<file path="src/rtl/hack_mem_arbiter_pkg.sv">
// -----------------------------------------------------------------------------
// hack_mem_pkg
// Shared definitions for the Hack data-RAM arbiter: default bus widths,
// the starvation-counter width and the arbiter state encoding.
// -----------------------------------------------------------------------------
package hack_mem_pkg;

    localparam int ADDR_W_DEFAULT = 15;
    localparam int DATA_W_DEFAULT = 16;

    // wait_cnt is 4 bits wide, which bounds MAX_WAIT to 1..15.
    localparam int CNT_W = 4;

    typedef enum logic [1:0] {
        CPU_PRI   = 2'd0,  // CPU owns the port, host fills idle cycles
        HOST_TURN = 2'd1,  // host is owed one slot after losing MAX_WAIT times
        LOCKED    = 2'd2   // host holds the port for a bulk transfer
    } arb_state_t;

endpackage

</file>
<file path="src/rtl/hack_mem_arbiter_if.sv">
// -----------------------------------------------------------------------------
// hack_mem_arbiter_if
// Bundles the three sides of the arbiter: the Hack CPU data port, the host
// (loader / debug / DMA) port and the single-port RAM port.
//   slave  : view of the arbiter itself
//   master : view of the surrounding system (CPU, host and RAM instance)
// CPU   : cpu_access, cpu_addr, cpu_wdata, cpu_we -> ; <- cpu_rdata, cpu_hold
// Host  : host_req, host_lock, host_we, host_addr, host_wdata ->
//         <- host_gnt, host_rvalid, host_rdata
// RAM   : <- ram_addr, ram_wdata, ram_we ; ram_rdata ->
// -----------------------------------------------------------------------------
interface hack_mem_arbiter_if #(
    parameter int ADDR_W = hack_mem_pkg::ADDR_W_DEFAULT,
    parameter int DATA_W = hack_mem_pkg::DATA_W_DEFAULT
);

    logic              cpu_access;
    logic [ADDR_W-1:0] cpu_addr;
    logic [DATA_W-1:0] cpu_wdata;
    logic              cpu_we;
    logic [DATA_W-1:0] cpu_rdata;
    logic              cpu_hold;

    logic              host_req;
    logic              host_lock;
    logic              host_we;
    logic [ADDR_W-1:0] host_addr;
    logic [DATA_W-1:0] host_wdata;
    logic              host_gnt;
    logic              host_rvalid;
    logic [DATA_W-1:0] host_rdata;

    logic [ADDR_W-1:0] ram_addr;
    logic [DATA_W-1:0] ram_wdata;
    logic              ram_we;
    logic [DATA_W-1:0] ram_rdata;

    modport slave (
        input  cpu_access, cpu_addr, cpu_wdata, cpu_we,
        output cpu_rdata, cpu_hold,
        input  host_req, host_lock, host_we, host_addr, host_wdata,
        output host_gnt, host_rvalid, host_rdata,
        output ram_addr, ram_wdata, ram_we,
        input  ram_rdata
    );

    modport master (
        output cpu_access, cpu_addr, cpu_wdata, cpu_we,
        input  cpu_rdata, cpu_hold,
        output host_req, host_lock, host_we, host_addr, host_wdata,
        input  host_gnt, host_rvalid, host_rdata,
        input  ram_addr, ram_wdata, ram_we,
        output ram_rdata
    );

endinterface

</file>
<file path="src/rtl/hack_mem_arbiter_wait_counter.sv">
// -----------------------------------------------------------------------------
// hack_wait_counter
// Counts consecutive conflict cycles lost by the host. Clear has priority
// over increment; the count saturates at all-ones.
//   clk, rst_n : clock, asynchronous active-low reset
//   i_clr      : return the count to 0
//   i_inc      : add one (ignored when i_clr is set)
//   o_term     : count equals MAX_WAIT-1, i.e. this conflict is the last one
// -----------------------------------------------------------------------------
module hack_wait_counter
    import hack_mem_pkg::*;
#(
    parameter int MAX_WAIT = 4
) (
    input  logic clk,
    input  logic rst_n,
    input  logic i_clr,
    input  logic i_inc,
    output logic o_term
);

    logic [CNT_W-1:0] r_cnt;

    // NOTE: sequential state uses non-blocking assignments so every flop
    // samples the pre-edge value of every other flop, regardless of the
    // order in which the simulator evaluates the always blocks.
    always_ff @(posedge clk or negedge rst_n) begin
        if (!rst_n) begin
            r_cnt <= '0;
        end else if (i_clr) begin
            r_cnt <= '0;
        end else if (i_inc && (r_cnt != '1)) begin
            r_cnt <= r_cnt + CNT_W'(1);
        end
    end

    assign o_term = (r_cnt == CNT_W'(MAX_WAIT - 1));

endmodule

</file>
<file path="src/rtl/hack_mem_arbiter.sv">
// -----------------------------------------------------------------------------
// hack_mem_arbiter
// Shares the Hack single-port data RAM between the CPU data port and a host
// port. The CPU has priority; after MAX_WAIT lost conflicts the host is given
// one forced slot. A granted host access with host_lock=1 freezes the CPU
// until host_lock drops.
//   clk, rst_n : clock, asynchronous active-low reset
//   bus        : hack_mem_arbiter_if.slave (CPU, host and RAM ports)
// cpu_hold, host_gnt and ram_* are combinational from state and requests;
// host_rvalid / host_rdata are registered one cycle after a host read grant.
// -----------------------------------------------------------------------------
module hack_mem_arbiter
    import hack_mem_pkg::*;
#(
    parameter int ADDR_W   = ADDR_W_DEFAULT,
    parameter int DATA_W   = DATA_W_DEFAULT,
    parameter int MAX_WAIT = 4
) (
    input  logic                 clk,
    input  logic                 rst_n,
    hack_mem_arbiter_if.slave    bus
);

    arb_state_t        r_state;
    arb_state_t        w_next_state;

    logic              w_host_gnt;
    logic              w_cpu_hold;
    logic              w_conflict;
    logic              w_term;
    logic              w_cnt_inc;
    logic              w_host_rd;

    logic              r_host_rvalid;
    logic [DATA_W-1:0] r_host_rdata;

    logic [ADDR_W-1:0] w_ram_addr;
    logic [DATA_W-1:0] w_ram_wdata;
    logic              w_ram_we;

    // ---------------------------------------------------------------- state
    always_ff @(posedge clk or negedge rst_n) begin
        if (!rst_n) begin
            r_state <= CPU_PRI;
        end else begin
            r_state <= w_next_state;
        end
    end

    // ----------------------------------------------------------- next state
    always_comb begin
        // NOTE: every combinational output gets a default before the case so
        // no path leaves it unassigned, which would infer a latch.
        w_next_state = CPU_PRI;
        unique case (r_state)
            CPU_PRI: begin
                if (w_host_gnt && bus.host_lock) begin
                    w_next_state = LOCKED;
                end else if (w_conflict && w_term) begin
                    w_next_state = HOST_TURN;
                end
            end
            HOST_TURN: begin
                // One slot only; a dropped request simply forfeits it.
                if (w_host_gnt && bus.host_lock) begin
                    w_next_state = LOCKED;
                end
            end
            LOCKED: begin
                if (bus.host_lock) begin
                    w_next_state = LOCKED;
                end
            end
            default: w_next_state = CPU_PRI;
        endcase
    end

    // -------------------------------------------------------------- outputs
    always_comb begin
        w_host_gnt = 1'b0;
        w_cpu_hold = 1'b0;
        unique case (r_state)
            CPU_PRI: begin
                w_host_gnt = bus.host_req && !bus.cpu_access;
            end
            HOST_TURN: begin
                w_host_gnt = bus.host_req;
                w_cpu_hold = bus.host_req && bus.cpu_access;
            end
            LOCKED: begin
                w_host_gnt = bus.host_req;
                w_cpu_hold = 1'b1;
            end
            default: begin
                w_host_gnt = 1'b0;
                w_cpu_hold = 1'b0;
            end
        endcase
    end

    // A conflict is only counted while the CPU holds priority; any other
    // cycle (including the forced host slot) restarts the count from 0.
    assign w_conflict = (r_state == CPU_PRI) && bus.host_req && bus.cpu_access;
    assign w_cnt_inc  = w_conflict && !w_term;

    hack_wait_counter #(
        .MAX_WAIT (MAX_WAIT)
    ) u_wait_counter (
        .clk    (clk),
        .rst_n  (rst_n),
        .i_clr  (!w_cnt_inc),
        .i_inc  (w_cnt_inc),
        .o_term (w_term)
    );

    // ------------------------------------------------------------- port mux
    // A held CPU must never write; the host side wins the address whenever
    // it is granted, otherwise the CPU address is presented for its read.
    always_comb begin
        if (w_host_gnt) begin
            w_ram_addr  = bus.host_addr;
            w_ram_wdata = bus.host_wdata;
            w_ram_we    = bus.host_we;
        end else begin
            w_ram_addr  = bus.cpu_addr;
            w_ram_wdata = bus.cpu_wdata;
            w_ram_we    = bus.cpu_access && bus.cpu_we && !w_cpu_hold;
        end
    end

    // ------------------------------------------------------- host read data
    assign w_host_rd = w_host_gnt && !bus.host_we;

    always_ff @(posedge clk or negedge rst_n) begin
        if (!rst_n) begin
            r_host_rvalid <= 1'b0;
            r_host_rdata  <= '0;
        end else begin
            r_host_rvalid <= w_host_rd;
            if (w_host_rd) begin
                r_host_rdata <= bus.ram_rdata;
            end
        end
    end

    assign bus.ram_addr    = w_ram_addr;
    assign bus.ram_wdata   = w_ram_wdata;
    assign bus.ram_we      = w_ram_we;
    assign bus.cpu_rdata   = bus.ram_rdata;
    assign bus.cpu_hold    = w_cpu_hold;
    assign bus.host_gnt    = w_host_gnt;
    assign bus.host_rvalid = r_host_rvalid;
    assign bus.host_rdata  = r_host_rdata;

endmodule

</file>
<file path="src/flat_wrapper.sv">
// flat-port wrapper written by rule: the top's interface ports become plain ports
module hack_mem_arbiter_flat import hack_mem_pkg::*;
#(
    parameter int ADDR_W   = ADDR_W_DEFAULT,
    parameter int DATA_W   = DATA_W_DEFAULT,
    parameter int MAX_WAIT = 4
)
  (clk, rst_n, bus_cpu_access, bus_cpu_addr, bus_cpu_wdata, bus_cpu_we, bus_cpu_rdata, bus_cpu_hold, bus_host_req, bus_host_lock, bus_host_we, bus_host_addr, bus_host_wdata, bus_host_gnt, bus_host_rvalid, bus_host_rdata, bus_ram_addr, bus_ram_wdata, bus_ram_we, bus_ram_rdata);
  hack_mem_arbiter_if #(.ADDR_W(ADDR_W), .DATA_W(DATA_W)) bus_i ();
  input  logic clk;
  input  logic rst_n;
  input wire logic [$bits(bus_i.cpu_access)-1:0] bus_cpu_access;
  input wire logic [$bits(bus_i.cpu_addr)-1:0] bus_cpu_addr;
  input wire logic [$bits(bus_i.cpu_wdata)-1:0] bus_cpu_wdata;
  input wire logic [$bits(bus_i.cpu_we)-1:0] bus_cpu_we;
  output wire logic [$bits(bus_i.cpu_rdata)-1:0] bus_cpu_rdata;
  output wire logic [$bits(bus_i.cpu_hold)-1:0] bus_cpu_hold;
  input wire logic [$bits(bus_i.host_req)-1:0] bus_host_req;
  input wire logic [$bits(bus_i.host_lock)-1:0] bus_host_lock;
  input wire logic [$bits(bus_i.host_we)-1:0] bus_host_we;
  input wire logic [$bits(bus_i.host_addr)-1:0] bus_host_addr;
  input wire logic [$bits(bus_i.host_wdata)-1:0] bus_host_wdata;
  output wire logic [$bits(bus_i.host_gnt)-1:0] bus_host_gnt;
  output wire logic [$bits(bus_i.host_rvalid)-1:0] bus_host_rvalid;
  output wire logic [$bits(bus_i.host_rdata)-1:0] bus_host_rdata;
  output wire logic [$bits(bus_i.ram_addr)-1:0] bus_ram_addr;
  output wire logic [$bits(bus_i.ram_wdata)-1:0] bus_ram_wdata;
  output wire logic [$bits(bus_i.ram_we)-1:0] bus_ram_we;
  input wire logic [$bits(bus_i.ram_rdata)-1:0] bus_ram_rdata;
  assign bus_i.cpu_access = bus_cpu_access;
  assign bus_i.cpu_addr = bus_cpu_addr;
  assign bus_i.cpu_wdata = bus_cpu_wdata;
  assign bus_i.cpu_we = bus_cpu_we;
  assign bus_cpu_rdata = bus_i.cpu_rdata;
  assign bus_cpu_hold = bus_i.cpu_hold;
  assign bus_i.host_req = bus_host_req;
  assign bus_i.host_lock = bus_host_lock;
  assign bus_i.host_we = bus_host_we;
  assign bus_i.host_addr = bus_host_addr;
  assign bus_i.host_wdata = bus_host_wdata;
  assign bus_host_gnt = bus_i.host_gnt;
  assign bus_host_rvalid = bus_i.host_rvalid;
  assign bus_host_rdata = bus_i.host_rdata;
  assign bus_ram_addr = bus_i.ram_addr;
  assign bus_ram_wdata = bus_i.ram_wdata;
  assign bus_ram_we = bus_i.ram_we;
  assign bus_i.ram_rdata = bus_ram_rdata;
  hack_mem_arbiter #(.ADDR_W(ADDR_W), .DATA_W(DATA_W), .MAX_WAIT(MAX_WAIT)) u_core (.clk(clk), .rst_n(rst_n), .bus(bus_i));
endmodule
</file>
<file path="config.mk">
export PLATFORM = sky130hd
export DESIGN_NAME = hack_mem_arbiter_flat
export DESIGN_NICKNAME = d
export VERILOG_FILES = /design/src/rtl/hack_mem_arbiter_pkg.sv /design/src/rtl/hack_mem_arbiter_if.sv /design/src/rtl/hack_mem_arbiter_wait_counter.sv /design/src/rtl/hack_mem_arbiter.sv /design/src/flat_wrapper.sv
export SDC_FILE = /design/constraint.sdc
export NUM_CORES = 1
export LEC_CHECK = 0
export BUFFER_PORTS_ARGS = -buffer_cell sky130_fd_sc_hd__buf_2
export CAP_MARGIN = 30
export CORE_AREA = 4 4 100 55
export DETAILED_ROUTE_END_ITERATION = 16
export DIE_AREA = 0 0 104 59
export PLACE_DENSITY = 0.78
export SLEW_MARGIN = 20
export SYNTH_ARGS = -nofsm -noshare
export SYNTH_HDL_FRONTEND = slang
export SYNTH_SLANG_ARGS = --single-unit
export TNS_END_PERCENT = 10
</file>
<file path="constraint.sdc">
create_clock -name clk -period 2.5 [get_ports clk]
set_input_delay 0.375 -clock clk [delete_from_list [all_inputs] [get_ports clk]]
set_output_delay 0.375 -clock clk [all_outputs]
set_load 0.02 [all_outputs]
</file>
==> flow_summary.toml, run 1 <==
[status]
status = "finished, final reports clean"

[clocking]
clk_pin_slew_ns = 0.08
cts_tree = "built"
cts.sinks = 23
cts_max_level = 1
clk_latency_ns = 0.26
holdBufCountCts = 0
cts_root_buffer = "clkbuf_8"
cts_inserted_buffers = 3
cts.path.max_buffers = 2
cts_setup_buffers = 0

[pwr]
switching_share_pct = 36.6
p_leak_uw = 0.00130
switching_power_uw = 489
pwr-share-comb_pct = 46.9
ir_worst_vdd_uv = 285
intPower_uw = 848
pwr-share-clk_pct = 17.2
powerDensity_nw_per_um2 = 558
power_frac_seq_pct = 35.9

[placed_design]
dp_hpwl_um = 4180
portBuffers = 151
gp_congestion = 0.849
placed_area_um2 = 2320

[timing]
setup_tns_ns = 0
finalHoldViolCount = 0
setup_viol = 0
min_period_ns = 2.39
max-slew-margin-rel_pct = 65.4
rsz0062_at_grt = "false"
tightest_slew_ns = 0.519
fmax_ghz = 0.418
slew_violations = 0
finalClockSkew_ns = 0.00318
fin_crit_sh_pct = 95.8

[floorplanning]
io_pins = 152
chipWidth_um = 104
start_util_pct = 35.0
chipHeight_um = 59
num_rows = 18
core_um2 = 4680
die-area_um2 = 6140

[synth]
syn_area_um2 = 1640
synth.distinct_cells = 34
avgSynthCellArea_um2 = 12.2
yosysSeqAreaShare_pct = 35.1
yosys_warnings = 0
yosys.area.top_type = "dfrtp_1"
synth_top_area_share_pct = 35.1
ys_ff_latch = 23
syn-instance-count = 134
syn_nets = 224
synth_area_leaders = "dfrtp_1 35%, mux2_2 26%, mux2_4 8.3%"

[detailed_routing]
dr.pass1.iters = 4
wire_per_inst_um = 15.2
drc = 0
ant_nets = 0
route.vias.total = 1518
routed_via_density = 4.57
wl_um = 5050
drtIter0Drc = 65

[grt]
antenna_found_initial = 0
grt_pass1_wl_um = 7560
overflow = 0
grt_max_degree = 34
grt_use_total_pct = 15.3
grt_pass1_vias = 1520

[worst_hold_path]
worstHoldPathType = "in -> async"

[critical_path]
crit_slowest_cell = "dfrtp_1"
slowest_delay_ns = 0.41
path_max_fanout = 16
crit_family = "buffers and inverters"
cp.required_ns = 2.12
critPathBufInv = 3
cp.arrival_ns = 2.02
crit_path_start_kind = "flop"
end_kind = "output port"
path_cells = "inv_1, ha_2, o21ai_4, clkbuf_16, mux2_2, buf_2"
critPathKind = "reg -> out"

[finish]
fin_area_um2 = 2400
fin_nets = 363
layout_commonest_cell = "buf_2"
n_antenna_cell = 0
drive_gt1_share_pct = 77.6
area_delta_synth_final_pct = 46.4
final_cell_mix = "151 x buf_2, 38 x mux2_2, 23 x dfrtp_1"
fill_cells = 441

[run]
cap_violations = 0
==> stage by stage <==
step	util [%]	worst slack, ns	hold slack [ns]	cells	power [uW]
detailed placement	49.6	0.313	0.388	327	1110
global placement	49.6	0.356	0.373	327	1090
CTS	50.6	0.00358	0.0970	331	1350
floorplan	-	0.480	0.0794	134	895
finish	51.2	0.105	0.0762	332	1340
global route	51.2	0.0237	0.111	332	1420
==> Yosys cell counts, drive strengths merged <==
master / number
nor3: 1
nand3b: 1
nand3: 3
or4: 1
o221ai: 2
nand2b: 2
o21bai: 1
a211oi: 1
nand4: 1
and2b: 1
and3: 1
nor3b: 1
nor2: 2
ha: 5
a21oi: 2
buf: 19
o211ai: 1
nand2: 1
nor2b: 2
mux2: 47
a31oi: 2
a211o: 1
clkbuf: 1
inv: 7
o21ai: 3
dfrtp: 23
a21boi: 1
mux2i: 1
==> cell type report <==
type	count	area, um^2	share of cell area [%]
flip-flops and latches	23	576	24.0
inverters	7	26.3	1.10
clock buffers	4	45.0	1.88
repair buffers	154	808	33.7
multi-input cells	84	867	36.2
well taps	60	75.1	3.13
==> timing repair <==
item / 4_1_cts / 5_1_grt
endpoints found under the setup margin: 0 / 31
endpoints found under the hold margin: 0 / 0
gates resized for setup: 0 / 1
==> cell families (layout without fill, tap and decap cells) <==
logic type	count (synthesis)	count (layout)	share of synthesized area, %
AND/OR/NAND/NOR	17	17	6.65
buffers and inverters	27	165	12.1
flip-flops	23	23	35.1
adder cells (fa/ha/maj)	5	5	3.82
multiplexers	48	48	35.0
AO/OA/AOI/OAI	14	14	7.33
==> sequential cells by signal, summed over array words and instances, names as in the netlist <==
signal / cells
u_core.bus.host_rdata: 16
u_core.bus.host_rvalid: 1
u_core.r_state: 2
u_core.u_wait_counter.r_cnt: 4
==> power groups by stage <==
stage | Combinational, uW | Sequential, uW | Clock, uW
6_report | 627 | 480 | 229
5_1_grt | 671 | 489 | 259
4_1_cts | 624 | 481 | 244
3_5_place_dp | 623 | 486 | 0
3_3_place_gp | 610 | 483 | 0
2_1_floorplan | 321 | 574 | 0
==> per-layer routing <==
layer	vias to the layer above	wire length (um)	part of all wire, %	global-route usage (%)
met5	-	0	0	0
met4	0	36	0.71	2.65
met3	4	394	7.8	4.57
met2	64	2410	48	23.8
met1	711	2210	44	21.5
li1	739	-	-	-
==> worst paths after layout <==
| path | startpoint | endpoint | slack, ns | cells past startpoint |
|---|---|---|---|---|
| worst max-delay path | u_core.r_state[1] | bus_ram_wdata[5] | 0.11 | 6 |
| worst min-delay path | rst_n | u_core.bus.host_rdata[11] | 0.08 | 1 |
| worst max register to register | u_core.r_state[1] | u_core.bus.host_rdata[4] | 0.69 | 5 |
| worst min register to register | u_core.bus.host_rdata[5] | u_core.bus.host_rdata[5] | 0.50 | 1 |
| max in group asynchronous | rst_n | u_core.bus.host_rdata[14] | 2.07 | 1 |
| min in group clk | bus_host_lock | u_core.r_state[0] | 0.31 | 2 |
(Power assumes the default switching activity.)
==> run 2, diff against run 1 <==
RECOVER_POWER = 25   (was unset)
==> run 2 against run 1 <==
First-iteration DRC count unchanged. Setup slack unchanged. Clock skew unchanged. Sequential power about the same. Cell count unchanged. Global-route usage unchanged. Sequential share of layout area increased by 0.075 points. Cell area decreased by 0.31%. Worst hold slack improved by 0.24 ns.
==> flow_summary.toml, run 2 (same netlist as run 1, synthesis figures left out) <==
[timing]
slew_violations = 0
setup_tns_ns = 0
fin_crit_sh_pct = 95.8
min_period_ns = 2.39
setup_viol = 0
max-slew-margin-rel_pct = 17.4
tightest_slew_ns = 1.24
finalClockSkew_ns = 0.00318
fmax_ghz = 0.418
finalHoldViolCount = 0
rsz0062_at_grt = "false"

[critical_path]
end_kind = "output port"
path_cells = "inv_1, ha_2, o21ai_4, clkbuf_16, mux2_2, buf_2"
critPathKind = "reg -> out"
crit_family = "buffers and inverters"
r2r_cells = 5
worst-path-stages = 6
crit_start = "u_core.r_state[1]"
slowest_delay_ns = 0.41
crit_path_start_kind = "flop"
cp.arrival_ns = 2.02
rr_startpoint = "u_core.r_state[1]"
crit_slowest_cell = "dfrtp_1"
path_max_fanout = 16
cp.required_ns = 2.12
critPathBufInv = 3

[detailed_routing]
wire_per_inst_um = 15.2
routed_via_density = 4.57
drc = 0
ant_nets = 0
dr.pass1.iters = 4
route.vias.total = 1517
wl_um = 5060
drtIter0Drc = 65

[clocking]
cts.path.max_buffers = 2
cts_max_level = 1
cts_inserted_buffers = 3
holdBufCountCts = 0
clk_pin_slew_ns = 0.08
cts.sinks = 23
cts_tree = "built"
clk_latency_ns = 0.26
cts_root_buffer = "clkbuf_8"

[placed_design]
placed_area_um2 = 2320
dp_hpwl_um = 4180
portBuffers = 151
gp_congestion = 0.849

[pwr]
pwr-share-clk_pct = 17.2
p_leak_uw = 0.00128
p_total_uw = 1340
pwr-share-comb_pct = 46.9
ir_worst_vdd_uv = 285
intPower_uw = 846
power_frac_seq_pct = 36.0
powerDensity_nw_per_um2 = 559
switching_share_pct = 36.6
switching_power_uw = 489

[status]
status = "finished, final reports clean"

[floorplanning]
start_util_pct = 35.0
chipHeight_um = 59
core_um2 = 4680
die-area_um2 = 6140
num_rows = 18
chipWidth_um = 104
io_pins = 152

[grt]
grt_pass1_vias = 1520
grt_max_degree = 34
overflow = 0
antenna_found_initial = 0
grt_use_total_pct = 15.3
grt_pass1_wl_um = 7560

[run]
cap_violations = 0

[finish]
final_cell_mix = "145 x buf_2, 38 x mux2_2, 23 x dfrtp_1"
n_antenna_cell = 0
layout_commonest_cell = "buf_2"
area_delta_synth_final_pct = 45.9
fin_nets = 363
fin_area_um2 = 2390
drive_gt1_share_pct = 75.4
largest_reg_flops = 16

[worst_hold_path]
holdPathStages = 2
worstHoldPathType = "in -> reg"
min_from = "bus_host_lock"
==> run 2: power by group through the flow <==
| stage | Sequential, uW | Clock, uW | Combinational (uW) |
|---|---|---|---|
| after floorplan | 574 | 0 | 321 |
| after global placement | 483 | 0 | 610 |
| after detailed placement | 486 | 0 | 623 |
| after CTS | 481 | 244 | 624 |
| after global routing | 489 | 259 | 670 |
| final | 480 | 229 | 626 |
==> run 2: layout make-up <==
cell class | count | area (um^2)
fill | 447 | 2290
multi-input combinational | 84 | 867
timing repair buffer | 154 | 801
sequential | 23 | 576
tap | 60 | 75.1
clock buffer | 4 | 45.0
inverter | 7 | 26.3
==> run 2: timing repair <==
item	CTS	global route
hold endpoints to repair	0	0
buffers inserted	0	0
gates resized for setup	0	1
endpoints found under the setup margin	0	31
==> run 2: worst paths after layout <==
check / endpoint / slack, ns
setup / recovery: bus_ram_wdata[5] / 0.11
setup reg to reg: u_core.bus.host_rdata[4] / 0.69
hold / removal: u_core.r_state[0] / 0.31
min in group asynchronous: u_core.bus.host_rdata[11] / 0.35
hold reg to reg: u_core.bus.host_rdata[5] / 0.50
max in group asynchronous: u_core.bus.host_rdata[14] / 1.41
==> run 2: metal layers <==
| layer | vias up | part of all wire, % | track usage (%) |
|---|---|---|---|
| met4 | 0 | 0.71 | 2.65 |
| met1 | 710 | 44 | 21.5 |
| met3 | 4 | 7.8 | 4.57 |
| li1 | 739 | - | - |
| met5 | - | 0 | 0 |
| met2 | 64 | 48 | 23.8 |
==> run 2: per-stage QoR <==
stage / setup slack, ns / hold slack, ns / util [%] / cells
2_1_floorplan: 0.480 / 0.0794 / - / 134
3_3_place_gp: 0.356 / 0.373 / 49.6 / 327
3_5_place_dp: 0.313 / 0.388 / 49.6 / 327
4_1_cts: 0.00358 / 0.0970 / 50.6 / 331
5_1_grt: 0.0237 / 0.308 / 51.0 / 332
6_report: 0.105 / 0.312 / 51.0 / 332
==> run 3, diff against run 2 <==
CORE_AREA = 4 4 101 55   (was 4 4 100 55)
DIE_AREA = 0 0 105 59   (was 0 0 104 59)
PLACE_DENSITY = 0.77   (was 0.78)
==> run 3 against run 2 <==
Sequential share of layout area rose by 0.25 points. Via count is 0.40% higher. Worst hold slack worse by 0.016 ns. Flip-flop and latch count stayed put. First-iteration DRC count shrank 40%. Clock skew is 0.00082 ns lower. Critical path depth stayed put. Critical endpoint is now bus_ram_wdata[10]. Largest cell class unchanged. Largest power group unchanged.
==> flow_summary.toml, run 3 (same netlist as run 1, synthesis figures left out) <==
[critical_path]
end_kind = "output port"
critPathKind = "reg -> out"
worst-path-stages = 6
crit_slowest_cell = "dfrtp_1"
cp.arrival_ns = 2.02
slowest_delay_ns = 0.41
r2r_cells = 5
critPathBufInv = 3
path_max_fanout = 33
path_cells = "inv_1, ha_2, o21ai_4, buf_12, mux2_2, buf_2"
crit_path_start_kind = "flop"
cp.required_ns = 2.12
crit_family = "buffers and inverters"

[finish]
n_antenna_cell = 0
fill_cells = 448
final_cell_count_no_fill = 331
fin_nets = 362
final_cell_mix = "145 x buf_2, 38 x mux2_2, 23 x dfrtp_1"
fin_area_um2 = 2360
seqCellArea_um2 = 576
layout_commonest_cell = "buf_2"
drive_gt1_share_pct = 75.3
largest_reg_flops = 16
multi_input_area_um2 = 867
area_delta_synth_final_pct = 44.4

[floorplanning]
io_pins = 152
die-area_um2 = 6200
core_um2 = 4730
chipHeight_um = 59
start_util_pct = 34.6
chipWidth_um = 105
num_rows = 18

[status]
status = "finished, final reports clean"

[detailed_routing]
dr_wl_met3_um = 250
drtIter0Drc = 39
wl_um = 4600
met2RoutedLength_um = 2280
highest_layer = "met4"
route.vias.total = 1523
routed_via_density = 4.60
drc = 0
wl_met1_um = 2050
dr.pass1.iters = 4
wire_per_inst_um = 13.9
ant_nets = 0

[grt]
antenna_found_initial = 0
grt_pass1_vias = 1405
grt_use_total_pct = 13.1
grt_pass1_wl_um = 6600
overflow = 0
grt_max_degree = 34

[pwr]
powerDensity_nw_per_um2 = 558
ir_worst_vdd_uv = 246
p_leak_uw = 0.00127

[timing]
finalClockSkew_ns = 0.00236
min_period_ns = 2.39
max-slew-margin-rel_pct = 18.6
fin_crit_sh_pct = 95.8
fmax_ghz = 0.418
slew_violations = 0
rsz0062_at_grt = "false"
finalHoldViolCount = 0
setup_tns_ns = 0
tightest_slew_ns = 1.22
setup_viol = 0

[placed_design]
portBuffers = 151
placedCellCount = 327
placed_area_um2 = 2320
gp_congestion = 0.733
dp_hpwl_um = 3870

[worst_hold_path]
worstHoldPathType = "in -> reg"
holdPathStages = 2

[clocking]
cts.path.max_buffers = 2
clk_pin_slew_ns = 0.08
clk_latency_ns = 0.26
cts_root_buffer = "clkbuf_8"
cts_tree = "built"
cts_setup_buffers = 0
cts.sinks = 23
cts_inserted_buffers = 3
cts_max_level = 1

[run]
cap_violations = 0
## run 3: changes by cell type in the layout (fill, tap and decap cells not counted)
cell,before,now
clkbuf_16,1,0
## run 3: area by class of cell
class / instances / area share (%)
multi-input combinational: 84 / 36.7
timing repair buffer: 153 / 32.8
clock buffer: 4 / 1.90
sequential: 23 / 24.3
inverter: 7 / 1.11
tap: 60 / 3.17
## run 3: repair_timing
action,in CTS,in global routing
resized for setup,0,1
setup endpoints to repair,0,31
hold buffers,0,0
## run 3: worst paths after layout
path / startpoint / end / slack (ns)
setup / recovery: u_core.r_state[0] / bus_ram_wdata[10] / 0.11
hold / removal: bus_host_lock / u_core.r_state[0] / 0.30
setup reg to reg: u_core.r_state[0] / u_core.bus.host_rdata[3] / 0.69
hold reg to reg: u_core.bus.host_rdata[7] / u_core.bus.host_rdata[7] / 0.50
max in group asynchronous: rst_n / u_core.bus.host_rvalid / 1.43
min in group asynchronous: rst_n / u_core.bus.host_rdata[12] / 0.35
## run 3: stage by stage
stage,power (uW),setup slack (ns),hold WS (ns),utilization [%]
after floorplan,895,0.480,0.0794,-
after global placement,1090,0.354,0.380,49.2
after detailed placement,1100,0.337,0.382,49.2
after CTS,1340,0.0356,0.0896,50.1
after global routing,1390,0.0238,0.297,50.0
final,1320,0.105,0.296,50.0
## run 3: report_power, final
part           internal (uW)  switching [uW]  leakage [uW]  total (uW)
sequential               443            34.5      0.000285         478
combinational            283             329      0.000964         612
clock                    114             117     0.0000228         231
total                    840             481       0.00127        1320
## run 3: per-layer routing
metal / vias up / GRT usage (%)
met1: 735 / 18.2
met5: - / 0
met4: 0 / 2.24
li1: 741 / -
met3: 2 / 3.81
met2: 45 / 20.9
